===== src/rtl/ahb_word_mover_if.sv =====
// Command and AHB-lite bus bundle for ahb_word_mover.
// master = the engine side, slave = the controller/bus-slave side.
interface ahb_word_mover_if;
  logic        I_START;
  logic        I_MODE;
  logic [11:0] I_SRC_ADDR;
  logic [11:0] I_DST_ADDR;
  logic [9:0]  I_LEN;
  logic [31:0] I_FILL_DATA;
  logic        O_BUSY;
  logic        O_DONE;
  logic        O_ERR;
  logic [11:0] O_HADDR;
  logic [1:0]  O_HTRANS;
  logic        O_HWRITE;
  logic [2:0]  O_HSIZE;
  logic [2:0]  O_HBURST;
  logic [3:0]  O_HPROT;
  logic        O_HMASTLOCK;
  logic [31:0] O_HWDATA;
  logic [31:0] I_HRDATA;
  logic        I_HREADY;
  logic        I_HRESP;

  modport master (
    input  I_START, I_MODE, I_SRC_ADDR, I_DST_ADDR, I_LEN, I_FILL_DATA,
    input  I_HRDATA, I_HREADY, I_HRESP,
    output O_BUSY, O_DONE, O_ERR,
    output O_HADDR, O_HTRANS, O_HWRITE, O_HSIZE, O_HBURST, O_HPROT, O_HMASTLOCK, O_HWDATA
  );

  modport slave (
    output I_START, I_MODE, I_SRC_ADDR, I_DST_ADDR, I_LEN, I_FILL_DATA,
    output I_HRDATA, I_HREADY, I_HRESP,
    input  O_BUSY, O_DONE, O_ERR,
    input  O_HADDR, O_HTRANS, O_HWRITE, O_HSIZE, O_HBURST, O_HPROT, O_HMASTLOCK, O_HWDATA
  );
endinterface


===== src/rtl/ahb_word_mover.sv =====
// AHB-lite single-master engine that fills or copies blocks of 32-bit words
// in a 4 KB window; word-aligned SINGLE/NONSEQ transfers only.
module ahb_word_mover (
  input  logic             I_HCLK,
  input  logic             I_HRESETn,
  ahb_word_mover_if.master bus,
  output logic [2:0]       dbg_state
);

  typedef enum logic [2:0] {
    S_IDLE, S_FILL, S_RD_A, S_RD_D, S_WR_A, S_WR_D, S_FLUSH, S_ERR
  } state_t;

  localparam logic [1:0] HT_IDLE   = 2'b00;
  localparam logic [1:0] HT_NONSEQ = 2'b10;

  state_t      state;
  logic [9:0]  haddr_w;
  logic [9:0]  src_w;
  logic [9:0]  dst_w;
  logic [9:0]  remaining;
  logic [1:0]  htrans;
  logic        hwrite;
  logic [31:0] hwdata;
  logic [31:0] fill_data;
  logic [31:0] copy_data;
  logic        busy;
  logic        done;
  logic        err;
  logic        unused_addr_lsbs;

  // Addresses are kept as word indices; 10-bit arithmetic gives the 4 KB wrap.
  assign bus.O_HADDR     = {haddr_w, 2'b00};
  assign bus.O_HTRANS    = htrans;
  assign bus.O_HWRITE    = hwrite;
  assign bus.O_HWDATA    = hwdata;
  assign bus.O_HSIZE     = 3'b010;
  assign bus.O_HBURST    = 3'b000;
  assign bus.O_HPROT     = 4'b0011;
  assign bus.O_HMASTLOCK = 1'b0;
  assign bus.O_BUSY      = busy;
  assign bus.O_DONE      = done;
  assign bus.O_ERR       = err;
  assign dbg_state       = state;
  assign unused_addr_lsbs = ^{bus.I_SRC_ADDR[1:0], bus.I_DST_ADDR[1:0]};

  always_ff @(posedge I_HCLK or negedge I_HRESETn) begin
    if (!I_HRESETn) begin
      state     <= S_IDLE;
      haddr_w   <= '0;
      src_w     <= '0;
      dst_w     <= '0;
      remaining <= '0;
      htrans    <= HT_IDLE;
      hwrite    <= 1'b0;
      hwdata    <= '0;
      fill_data <= '0;
      copy_data <= '0;
      busy      <= 1'b0;
      done      <= 1'b0;
      err       <= 1'b0;
    end else begin
      done <= 1'b0;
      if (state != S_IDLE && state != S_ERR && bus.I_HRESP) begin
        // First ERROR cycle cancels any pending address; the second ends the command.
        htrans <= HT_IDLE;
        if (bus.I_HREADY) state <= S_ERR;
      end else begin
        case (state)
          S_IDLE: begin
            if (bus.I_START) begin
              src_w     <= bus.I_SRC_ADDR[11:2];
              dst_w     <= bus.I_DST_ADDR[11:2];
              remaining <= bus.I_LEN;
              fill_data <= bus.I_FILL_DATA;
              err       <= 1'b0;
              if (bus.I_LEN == 10'd0) begin
                done <= 1'b1;
              end else begin
                busy   <= 1'b1;
                htrans <= HT_NONSEQ;
                if (bus.I_MODE) begin
                  haddr_w <= bus.I_SRC_ADDR[11:2];
                  hwrite  <= 1'b0;
                  state   <= S_RD_A;
                end else begin
                  haddr_w <= bus.I_DST_ADDR[11:2];
                  hwrite  <= 1'b1;
                  state   <= S_FILL;
                end
              end
            end
          end
          S_FILL: begin
            // Each accepted address starts its data phase while the next address goes out.
            if (bus.I_HREADY) begin
              hwdata    <= fill_data;
              remaining <= remaining - 10'd1;
              if (remaining == 10'd1) begin
                htrans <= HT_IDLE;
                state  <= S_FLUSH;
              end else begin
                haddr_w <= haddr_w + 10'd1;
              end
            end
          end
          S_FLUSH: begin
            if (bus.I_HREADY) begin
              busy  <= 1'b0;
              done  <= 1'b1;
              state <= S_IDLE;
            end
          end
          S_RD_A: begin
            if (bus.I_HREADY) begin
              htrans <= HT_IDLE;
              src_w  <= src_w + 10'd1;
              state  <= S_RD_D;
            end
          end
          S_RD_D: begin
            if (bus.I_HREADY) begin
              copy_data <= bus.I_HRDATA;
              htrans    <= HT_NONSEQ;
              haddr_w   <= dst_w;
              hwrite    <= 1'b1;
              state     <= S_WR_A;
            end
          end
          S_WR_A: begin
            if (bus.I_HREADY) begin
              htrans <= HT_IDLE;
              hwdata <= copy_data;
              dst_w  <= dst_w + 10'd1;
              state  <= S_WR_D;
            end
          end
          S_WR_D: begin
            if (bus.I_HREADY) begin
              remaining <= remaining - 10'd1;
              if (remaining == 10'd1) begin
                busy  <= 1'b0;
                done  <= 1'b1;
                state <= S_IDLE;
              end else begin
                htrans  <= HT_NONSEQ;
                haddr_w <= src_w;
                hwrite  <= 1'b0;
                state   <= S_RD_A;
              end
            end
          end
          S_ERR: begin
            err   <= 1'b1;
            done  <= 1'b1;
            busy  <= 1'b0;
            state <= S_IDLE;
          end
          default: state <= S_IDLE;
        endcase
      end
    end
  end

endmodule


===== src/flat_wrapper.sv =====
// flat-port wrapper written by rule: the top's interface ports become plain ports
module ahb_word_mover_flat 
  (I_HCLK, I_HRESETn, dbg_state, bus_I_START, bus_I_MODE, bus_I_SRC_ADDR, bus_I_DST_ADDR, bus_I_LEN, bus_I_FILL_DATA, bus_I_HRDATA, bus_I_HREADY, bus_I_HRESP, bus_O_BUSY, bus_O_DONE, bus_O_ERR, bus_O_HADDR, bus_O_HTRANS, bus_O_HWRITE, bus_O_HSIZE, bus_O_HBURST, bus_O_HPROT, bus_O_HMASTLOCK, bus_O_HWDATA);
  ahb_word_mover_if bus_i ();
  input  logic I_HCLK;
  input  logic I_HRESETn;
  output logic [2:0] dbg_state;
  input wire logic [$bits(bus_i.I_START)-1:0] bus_I_START;
  input wire logic [$bits(bus_i.I_MODE)-1:0] bus_I_MODE;
  input wire logic [$bits(bus_i.I_SRC_ADDR)-1:0] bus_I_SRC_ADDR;
  input wire logic [$bits(bus_i.I_DST_ADDR)-1:0] bus_I_DST_ADDR;
  input wire logic [$bits(bus_i.I_LEN)-1:0] bus_I_LEN;
  input wire logic [$bits(bus_i.I_FILL_DATA)-1:0] bus_I_FILL_DATA;
  input wire logic [$bits(bus_i.I_HRDATA)-1:0] bus_I_HRDATA;
  input wire logic [$bits(bus_i.I_HREADY)-1:0] bus_I_HREADY;
  input wire logic [$bits(bus_i.I_HRESP)-1:0] bus_I_HRESP;
  output wire logic [$bits(bus_i.O_BUSY)-1:0] bus_O_BUSY;
  output wire logic [$bits(bus_i.O_DONE)-1:0] bus_O_DONE;
  output wire logic [$bits(bus_i.O_ERR)-1:0] bus_O_ERR;
  output wire logic [$bits(bus_i.O_HADDR)-1:0] bus_O_HADDR;
  output wire logic [$bits(bus_i.O_HTRANS)-1:0] bus_O_HTRANS;
  output wire logic [$bits(bus_i.O_HWRITE)-1:0] bus_O_HWRITE;
  output wire logic [$bits(bus_i.O_HSIZE)-1:0] bus_O_HSIZE;
  output wire logic [$bits(bus_i.O_HBURST)-1:0] bus_O_HBURST;
  output wire logic [$bits(bus_i.O_HPROT)-1:0] bus_O_HPROT;
  output wire logic [$bits(bus_i.O_HMASTLOCK)-1:0] bus_O_HMASTLOCK;
  output wire logic [$bits(bus_i.O_HWDATA)-1:0] bus_O_HWDATA;
  assign bus_i.I_START = bus_I_START;
  assign bus_i.I_MODE = bus_I_MODE;
  assign bus_i.I_SRC_ADDR = bus_I_SRC_ADDR;
  assign bus_i.I_DST_ADDR = bus_I_DST_ADDR;
  assign bus_i.I_LEN = bus_I_LEN;
  assign bus_i.I_FILL_DATA = bus_I_FILL_DATA;
  assign bus_i.I_HRDATA = bus_I_HRDATA;
  assign bus_i.I_HREADY = bus_I_HREADY;
  assign bus_i.I_HRESP = bus_I_HRESP;
  assign bus_O_BUSY = bus_i.O_BUSY;
  assign bus_O_DONE = bus_i.O_DONE;
  assign bus_O_ERR = bus_i.O_ERR;
  assign bus_O_HADDR = bus_i.O_HADDR;
  assign bus_O_HTRANS = bus_i.O_HTRANS;
  assign bus_O_HWRITE = bus_i.O_HWRITE;
  assign bus_O_HSIZE = bus_i.O_HSIZE;
  assign bus_O_HBURST = bus_i.O_HBURST;
  assign bus_O_HPROT = bus_i.O_HPROT;
  assign bus_O_HMASTLOCK = bus_i.O_HMASTLOCK;
  assign bus_O_HWDATA = bus_i.O_HWDATA;
  ahb_word_mover u_core (.I_HCLK(I_HCLK), .I_HRESETn(I_HRESETn), .bus(bus_i), .dbg_state(dbg_state));
endmodule

===== config.mk =====
export PLATFORM = sky130hd
export DESIGN_NAME = ahb_word_mover_flat
export DESIGN_NICKNAME = d
export VERILOG_FILES = /design/src/rtl/ahb_word_mover_if.sv /design/src/rtl/ahb_word_mover.sv /design/src/flat_wrapper.sv
export SDC_FILE = /design/constraint.sdc
export NUM_CORES = 1
export LEC_CHECK = 0
export ABC_AREA = 1
export CAP_MARGIN = 40
export CORE_MARGIN = 8
export CORE_UTILIZATION = 52
export DETAILED_ROUTE_END_ITERATION = 8
export PLACE_DENSITY = 0.88
export SLEW_MARGIN = 20
export SYNTH_ARGS = -nofsm -noshare
export SYNTH_HDL_FRONTEND = slang
export SYNTH_SLANG_ARGS = --single-unit
export TNS_END_PERCENT = 30

===== constraint.sdc =====
create_clock -name I_HCLK -period 2.15 [get_ports I_HCLK]
set_clock_uncertainty 0.2 [all_clocks]
set_input_delay 0.43 -clock I_HCLK [delete_from_list [all_inputs] [get_ports I_HCLK]]
set_output_delay 0.43 -clock I_HCLK [all_outputs]
set_load 0.05 [all_outputs]

* Yosys cells after proc, flatten, opt, wreduce, memory -nomap -nowiden
Index checks and enable logic that the tools add are counted.
Word-level totals: bits in registers 145
Operators by class: muxes and demuxes 67, bitwise logic cells 1, add/subtract/negate cells 4, eq/ne operators 30, reductions and logical operators 28
Operator list (number):
- 10-bit two-way mux | 14
- 32-bit two-way mux | 2
- 32-bit one-hot mux with 2 select lines | 1
- 10-bit one-hot mux with 2 select lines | 3
- 10-bit one-hot mux with 4 select lines | 1
- 3-bit two-way mux | 11
- 10-bit by 1-bit adder with 10-bit output (second input constant) | 3
- 3-bit one-hot mux with 8 select lines | 1
- 2-bit two-way mux | 11
- 2-bit inequality test (second input constant) | 11
- 1-bit two-way mux | 18
- 3-bit by 2-bit inequality test with 1-bit output (second input constant) | 6
- 9-bit AND reduction | 2
- 4-bit AND reduction | 4
- 7-bit AND reduction | 2
- 3-bit equality test (second input constant) | 4
- 10-bit by 1-bit equality test with 1-bit output (second input constant) | 1
- 10-bit logical NOT | 1
- 2-bit one-hot mux with 5 select lines | 1
- 10-bit AND reduction | 1
- 2-bit nonzero test | 5
- 10-bit by 1-bit subtractor with 10-bit output (second input constant) | 1
- 3-bit AND reduction | 3
- 1-bit one-hot mux with 4 select lines | 2
- other kinds (14) | 21

* Depth between registers and ports, before layout
word-level depth 5, gate-level depth with buffers 11, depth with buffers taken out 10

* Worst setup path before layout
No wires, ideal clock.
path kind flip-flop to flip-flop, start point register u_core.state[1] (netlist: u_core.dbg_state[1]), end point register u_core.hwdata[17] (netlist: u_core.bus.O_HWDATA[17]), data arrival time 1794 ps, buffers on the path 3, library setup time 119 ps, cell stages (with the launch flop) 11, setup slack 37 ps, data required time 1831 ps, cell sequence dfrtp_1 buf_6 inv_2 nand2_2 nor2_1 buf_6 clkbuf_2 or2_2 o21ai_0 nand2_1 o21a_1
Between the ends: cells in the longest elaborated chain, start to end 5
Ends and longest elaborated chain:
- from (decl) | RTL line ahb_word_mover.sv:17 | state_t state;
- from (signal assigned) | RTL line ahb_word_mover.sv:49 | state <= S_IDLE;
- from (signal assigned) | RTL line ahb_word_mover.sv:67 | if (bus.I_HREADY) state <= S_ERR;
- from (signal assigned) | RTL line ahb_word_mover.sv:85 | state <= S_RD_A;
- 3-bit inequality test or 3-bit nonzero test (tied branches) | RTL line ahb_word_mover.sv:64 | if (state != S_IDLE && state != S_ERR && bus.I_HRESP) begin
- 1-bit logical AND (2 in a row) | RTL line ahb_word_mover.sv:64
- 1-bit inverter (no line)
- 4-bit AND reduction (no line)
- to (signal assigned) | RTL line ahb_word_mover.sv:97 | hwdata <= fill_data;
- to (signal assigned) | RTL line ahb_word_mover.sv:133 | hwdata <= copy_data;
- to (decl) | RTL line ahb_word_mover.sv:24 | logic [31:0] hwdata;
Parallel ways exist; a longest one is shown, timed or not. A chain may end at the register's enable or synchronous reset.

* Worst setup path in the final report
start point register u_core.state[1] (netlist: u_core.dbg_state[1]), end point register u_core.haddr_w[2]
Between the ends: cells in the longest elaborated chain, start to end 5
Ends and longest elaborated chain:
- 3-bit inequality test or 3-bit nonzero test (tied branches) | RTL line ahb_word_mover.sv:64
- 1-bit logical AND (2 in a row) | RTL line ahb_word_mover.sv:64
- 1-bit inverter (no line)
- 9-bit AND reduction (no line)
- to (signal assigned) | RTL line ahb_word_mover.sv:83 | haddr_w <= bus.I_SRC_ADDR[11:2];
- to (signal assigned) | RTL line ahb_word_mover.sv:87 | haddr_w <= bus.I_DST_ADDR[11:2];
- to (signal assigned) | RTL line ahb_word_mover.sv:103 | haddr_w <= haddr_w + 10'd1;
- to (decl) | RTL line ahb_word_mover.sv:18 | logic [9:0] haddr_w;
Parallel ways exist; a longest one is shown, timed or not.

==> results by stage <==
Worst setup path:
- The sort of element at the end of the critical path is a register.
- The launch point of the critical path is u_core.dbg_state[1].
- The classification of the worst setup path is register to register.
- The endpoint of the most critical register-to-register path is u_core.haddr_w[2].
- At the worst endpoint, the required time is 2.30 ns.
- Of all nets on the critical path, the largest fanout is 10.
- The worst register-to-register path begins at u_core.dbg_state[1].
- For the worst flop-to-flop path, the logic depth is 9.
- At the worst endpoint, the arrival time is between 2 and 2.5 ns.
- The capture point of the critical path is u_core.haddr_w[2].
- The worst setup path is launched from a register.
- The flop-to-flop setup slack is around 0.17 ns.

Outcome:
- The run finished with clean final reports.

Clock tree:
- Clock tree synthesis found a total of 144 sinks.
- Clock-pin slew was measured on the worst setup and hold paths at approximately 0.060 ns.
- The root cell of the clock tree is sky130_fd_sc_hd__clkbuf_16.
- The clock buffer count from CTS is 17.
- The longest clock path from root to sink contains 2 buffers.
- At the later pin of the worst-skew pair, clock insertion delay measures around 0.42 ns.
- Buffers added to address setup during post-CTS repair amount to 0.
- The number of H-tree levels is 4.
- TritonCTS built the clock tree.

Finish:
- Leaving out fill and tap cells, the most frequent cells in the layout are 374 x sky130_fd_sc_hd__nand2_1, 143 x sky130_fd_sc_hd__dfrtp_1, 102 x sky130_fd_sc_hd__o21ai_0, 98 x sky130_fd_sc_hd__clkdlybuf4s50_1, 87 x sky130_fd_sc_hd__inv_1.
- Once layout is complete, the utilization of the core stands at 0.701.
- The area added between synthesis and finish is 31.3%.
- In the final layout, the share of cells above drive strength 1 is 0.148.
- The number of nets in the final layout is roughly 1300.
- The final instance area is around 10000 um2.
- The most common cell after layout, fill and taps aside is sky130_fd_sc_hd__nand2_1.
- The number of diodes is 0.

Power:
- The share of total power dissipated in combinational logic is 0.513.
- The switching part of the total power is 0.462.
- The total power is 16.1 mW.
- The static leakage is between 5 and 6 nW.
- VDD sags by at most between 0.0009 and 0.001 V.
- The internal power of the cells totals between 8 and 9 mW.
- The share of total power dissipated in the clock network is 0.176.
- The part of the total power dissipated in sequential elements is 0.311.
- The power density normalized to cell area is 1570 nW/um2.
- Summed over all nets, the switching power comes to approximately 7.4 mW.

Timing:
- The normalized max-slew margin is 0.636.
- Setup repair after global routing left no endpoint under its margin.
- The slew of the pin with the lowest slew margin is between 0.5 and 0.6 ns.
- The number of failing hold endpoints at the final stage is 0.
- For the finished layout, the period the worst path requires is 1.98 ns.
- The share of the clock period used by the worst path after layout is 0.919.
- Derived from the worst setup path, the maximum achievable clock frequency is between 0.5 and 0.6 GHz.
- The final-report max-slew violation count was 0.
- The final count of negative-setup-slack endpoints is 0.
- The smallest hold slack is 0.262 ns.
- The summed negative setup slack over all endpoints is 0 ns.

Routing:
- In this run the remaining antenna-violating nets after routing total 0.
- The via-per-instance ratio is approximately 5.4.
- The final route contains 7531 vias.
- The number of optimization iterations in the first detailed-route pass is 6.
- The average wire per standard cell is about 16 um.
- After detailed routing, the number of remaining DRC violations is 0.
- The DRC marker count from the first detailed-route iteration is 650.
- After detailed routing, the total wire length is ~22000 um.

Logic synthesis:
- The number of warnings printed during yosys synthesis is 0.
- The per-instance average area after synthesis is 7.59 um2.
- The distinct cell type count after synthesis is 40.
- The share of the Yosys chip area taken by registers is 0.462.
- The cell count after synthesis came out at 1027.
- Synthesis inferred about 140 register bits.
- The cell area after synthesis is 7790 um2.

Global route:
- In the global route stage, overall resource usage came out at 0.233.
- The maximum number of pins on one net before global-route repair is 65.
- The number of global-route vias before repair was between 7000 and 8000.
- Global routing finished with a remaining overflow of 0.
- The first global-routing pass estimated 36800 um of wire.
- The initial antenna violation count is 0.

Floorplanning:
- The die height is between 100 and 150 um.
- The area of the die is between 15000 and 20000 um2.
- The number of primary I/O pins is approximately 170.
- After floorplanning, the core was divided into 44 placement rows.
- After floorplanning, the core was sized to cover about 15000 um2.
- The initial standard-cell utilization of the core is 0.534.
- The die extent in x is between 100 and 150 um.

Min path:
- The kind of path behind the tightest hold check is register to register.

Placed design:
- The routability congestion estimate from global placement is ~0.90.
- The total cell area at the placement stage is just under 10000 um2.
- Input and output buffers added on the ports amount to approximately 150.
- The wire-length estimate of the detail-placed layout is between 15000 and 20000 um.

Flow run:
- Max-cap violations in this run came to 0.
## worst min path at each step
stage,cells after the start,to,start,slack (ns)
6_report,2,u_core.fill_data[27],u_core.fill_data[27],0.26
5_1_grt,2,u_core.fill_data[27],u_core.fill_data[27],0.29
4_1_cts,2,u_core.fill_data[5],u_core.fill_data[5],0.27
3_5_place_dp,1,u_core.src_w[0],I_HRESETn,0.22
3_3_place_gp,1,u_core.src_w[1],I_HRESETn,0.23
2_1_floorplan,0,u_core.bus.O_BUSY,I_HRESETn,-0.07
## worst max-delay path: stages, from the launching register on
cell and delay (ns):
sky130_fd_sc_hd__dfrtp_1 0.48, sky130_fd_sc_hd__nor2_4 0.16, sky130_fd_sc_hd__nand2_2 0.14, sky130_fd_sc_hd__nand2_1 0.12
sky130_fd_sc_hd__nand3_1 0.11, sky130_fd_sc_hd__nor2_2 0.17, sky130_fd_sc_hd__nand2_1 0.10, sky130_fd_sc_hd__nor2_4 0.25
sky130_fd_sc_hd__nand2_1 0.09, sky130_fd_sc_hd__nand2_1 0.07
## per-stage QoR
stage | worst slack (ns) | cells
finish | 0.173 | 1400
global route | 0.0243 | 1400
CTS | 0.0882 | 1400
detailed placement | 0.0147 | 1367
global placement | 0.0237 | 1367
floorplan | 0.0367 | 1039
## synthesized netlist by cell type
master | count | share of area
sky130_fd_sc_hd__nand2_1 | 374 | 0.18
sky130_fd_sc_hd__dfrtp_1 | 144 | 0.46
sky130_fd_sc_hd__o21ai_0 | 102 | 0.066
sky130_fd_sc_hd__inv_1 | 87 | 0.042
sky130_fd_sc_hd__nand3_1 | 54 | 0.035
sky130_fd_sc_hd__nor2_1 | 43 | 0.021
sky130_fd_sc_hd__o21a_1 | 32 | 0.031
sky130_fd_sc_hd__a21oi_1 | 27 | 0.017
sky130_fd_sc_hd__or2_2 | 23 | 0.018
sky130_fd_sc_hd__buf_4 | 20 | 0.019
sky130_fd_sc_hd__or2_1 | 16 | 0.013
sky130_fd_sc_hd__clkbuf_1 | 15 | 0.0072
sky130_fd_sc_hd__nand4_1 | 11 | 0.0088
sky130_fd_sc_hd__buf_2 | 9 | 0.0058
sky130_fd_sc_hd__buf_6 | 8 | 0.012
sky130_fd_sc_hd__inv_2 | 6 | 0.0029
sky130_fd_sc_hd__ha_1 | 5 | 0.0080
sky130_fd_sc_hd__nand2_2 | 4 | 0.0032
sky130_fd_sc_hd__nand3b_1 | 4 | 0.0039
sky130_fd_sc_hd__o21ai_1 | 4 | 0.0026
sky130_fd_sc_hd__clkbuf_2 | 3 | 0.0019
sky130_fd_sc_hd__nand3_2 | 3 | 0.0039
sky130_fd_sc_hd__nor2_4 | 3 | 0.0043
sky130_fd_sc_hd__nor3_1 | 3 | 0.0019
sky130_fd_sc_hd__o211ai_1 | 3 | 0.0029
sky130_fd_sc_hd__o22ai_1 | 3 | 0.0024
sky130_fd_sc_hd__a22oi_1 | 2 | 0.0019
sky130_fd_sc_hd__a31oi_1 | 2 | 0.0016
sky130_fd_sc_hd__conb_1 | 2 | 0.00096
sky130_fd_sc_hd__mux2_2 | 2 | 0.0029
sky130_fd_sc_hd__nand2_4 | 2 | 0.0029
sky130_fd_sc_hd__xnor2_1 | 2 | 0.0022
sky130_fd_sc_hd__xor2_1 | 2 | 0.0022
sky130_fd_sc_hd__clkinv_1 | 1 | 0.00048
sky130_fd_sc_hd__inv_4 | 1 | 0.00080
sky130_fd_sc_hd__nand3_4 | 1 | 0.0022
sky130_fd_sc_hd__nor2_2 | 1 | 0.00080
sky130_fd_sc_hd__nor2_8 | 1 | 0.0026
sky130_fd_sc_hd__nor3_4 | 1 | 0.0021
sky130_fd_sc_hd__o21bai_1 | 1 | 0.00096
## final cells by class
type	instances	area, um2
clock buffer	19	453
clock inverter	13	115
fill	1116	4360
inverter	95	359
multi-input combinational	745	3540
sequential	144	3600
tap	184	230
timing repair buffer	200	1930
## logic make-up (layout without fill, tap and decap cells)
family	Yosys count	after routing	synth area share
and+or+nand+nor	544	544	0.303
AOI/OAI and AO/OA	176	176	0.126
buffers and inverters	150	327	0.0918
DFF	144	144	0.462
adders and majority gates	5	5	0.00803
xor gates and xnor gates	4	4	0.00450
other	2	14	0.000964
muxes	2	2	0.00289
## power by group through the flow
stage               clock network [mW]  logic, mW  registers (mW)
finish                            2.82       8.26            5.00
global route                      2.99       9.05            5.15
CTS                               2.86       8.25            4.98
detailed placement                   0       8.19            4.99
global placement                     0       7.96            4.94
floorplan                            0       4.12            6.34
## metal layers
metal	share of wire	global-route usage
met5	0	0
met4	0.036	0.103
met3	0.091	0.0760
met2	0.47	0.386
met1	0.40	0.271
## state kept, by name (all words and copies together), names as in the netlist
signal	cells
u_core.bus.O_HWDATA	32
u_core.copy_data	32
u_core.fill_data	32
u_core.dst_w	10
u_core.haddr_w	10
u_core.remaining	10
u_core.src_w	10
u_core.dbg_state	3
u_core.bus.O_BUSY	1
u_core.bus.O_DONE	1
u_core.bus.O_ERR	1
u_core.bus.O_HTRANS	1
u_core.bus.O_HWRITE	1
## what timing repair did
item	in CTS	in global routing
setup endpoints to repair	4	30
hold endpoints to repair	46	0
gates resized for setup	4	3
hold buffers	1	0
(Power assumes the default switching activity.)
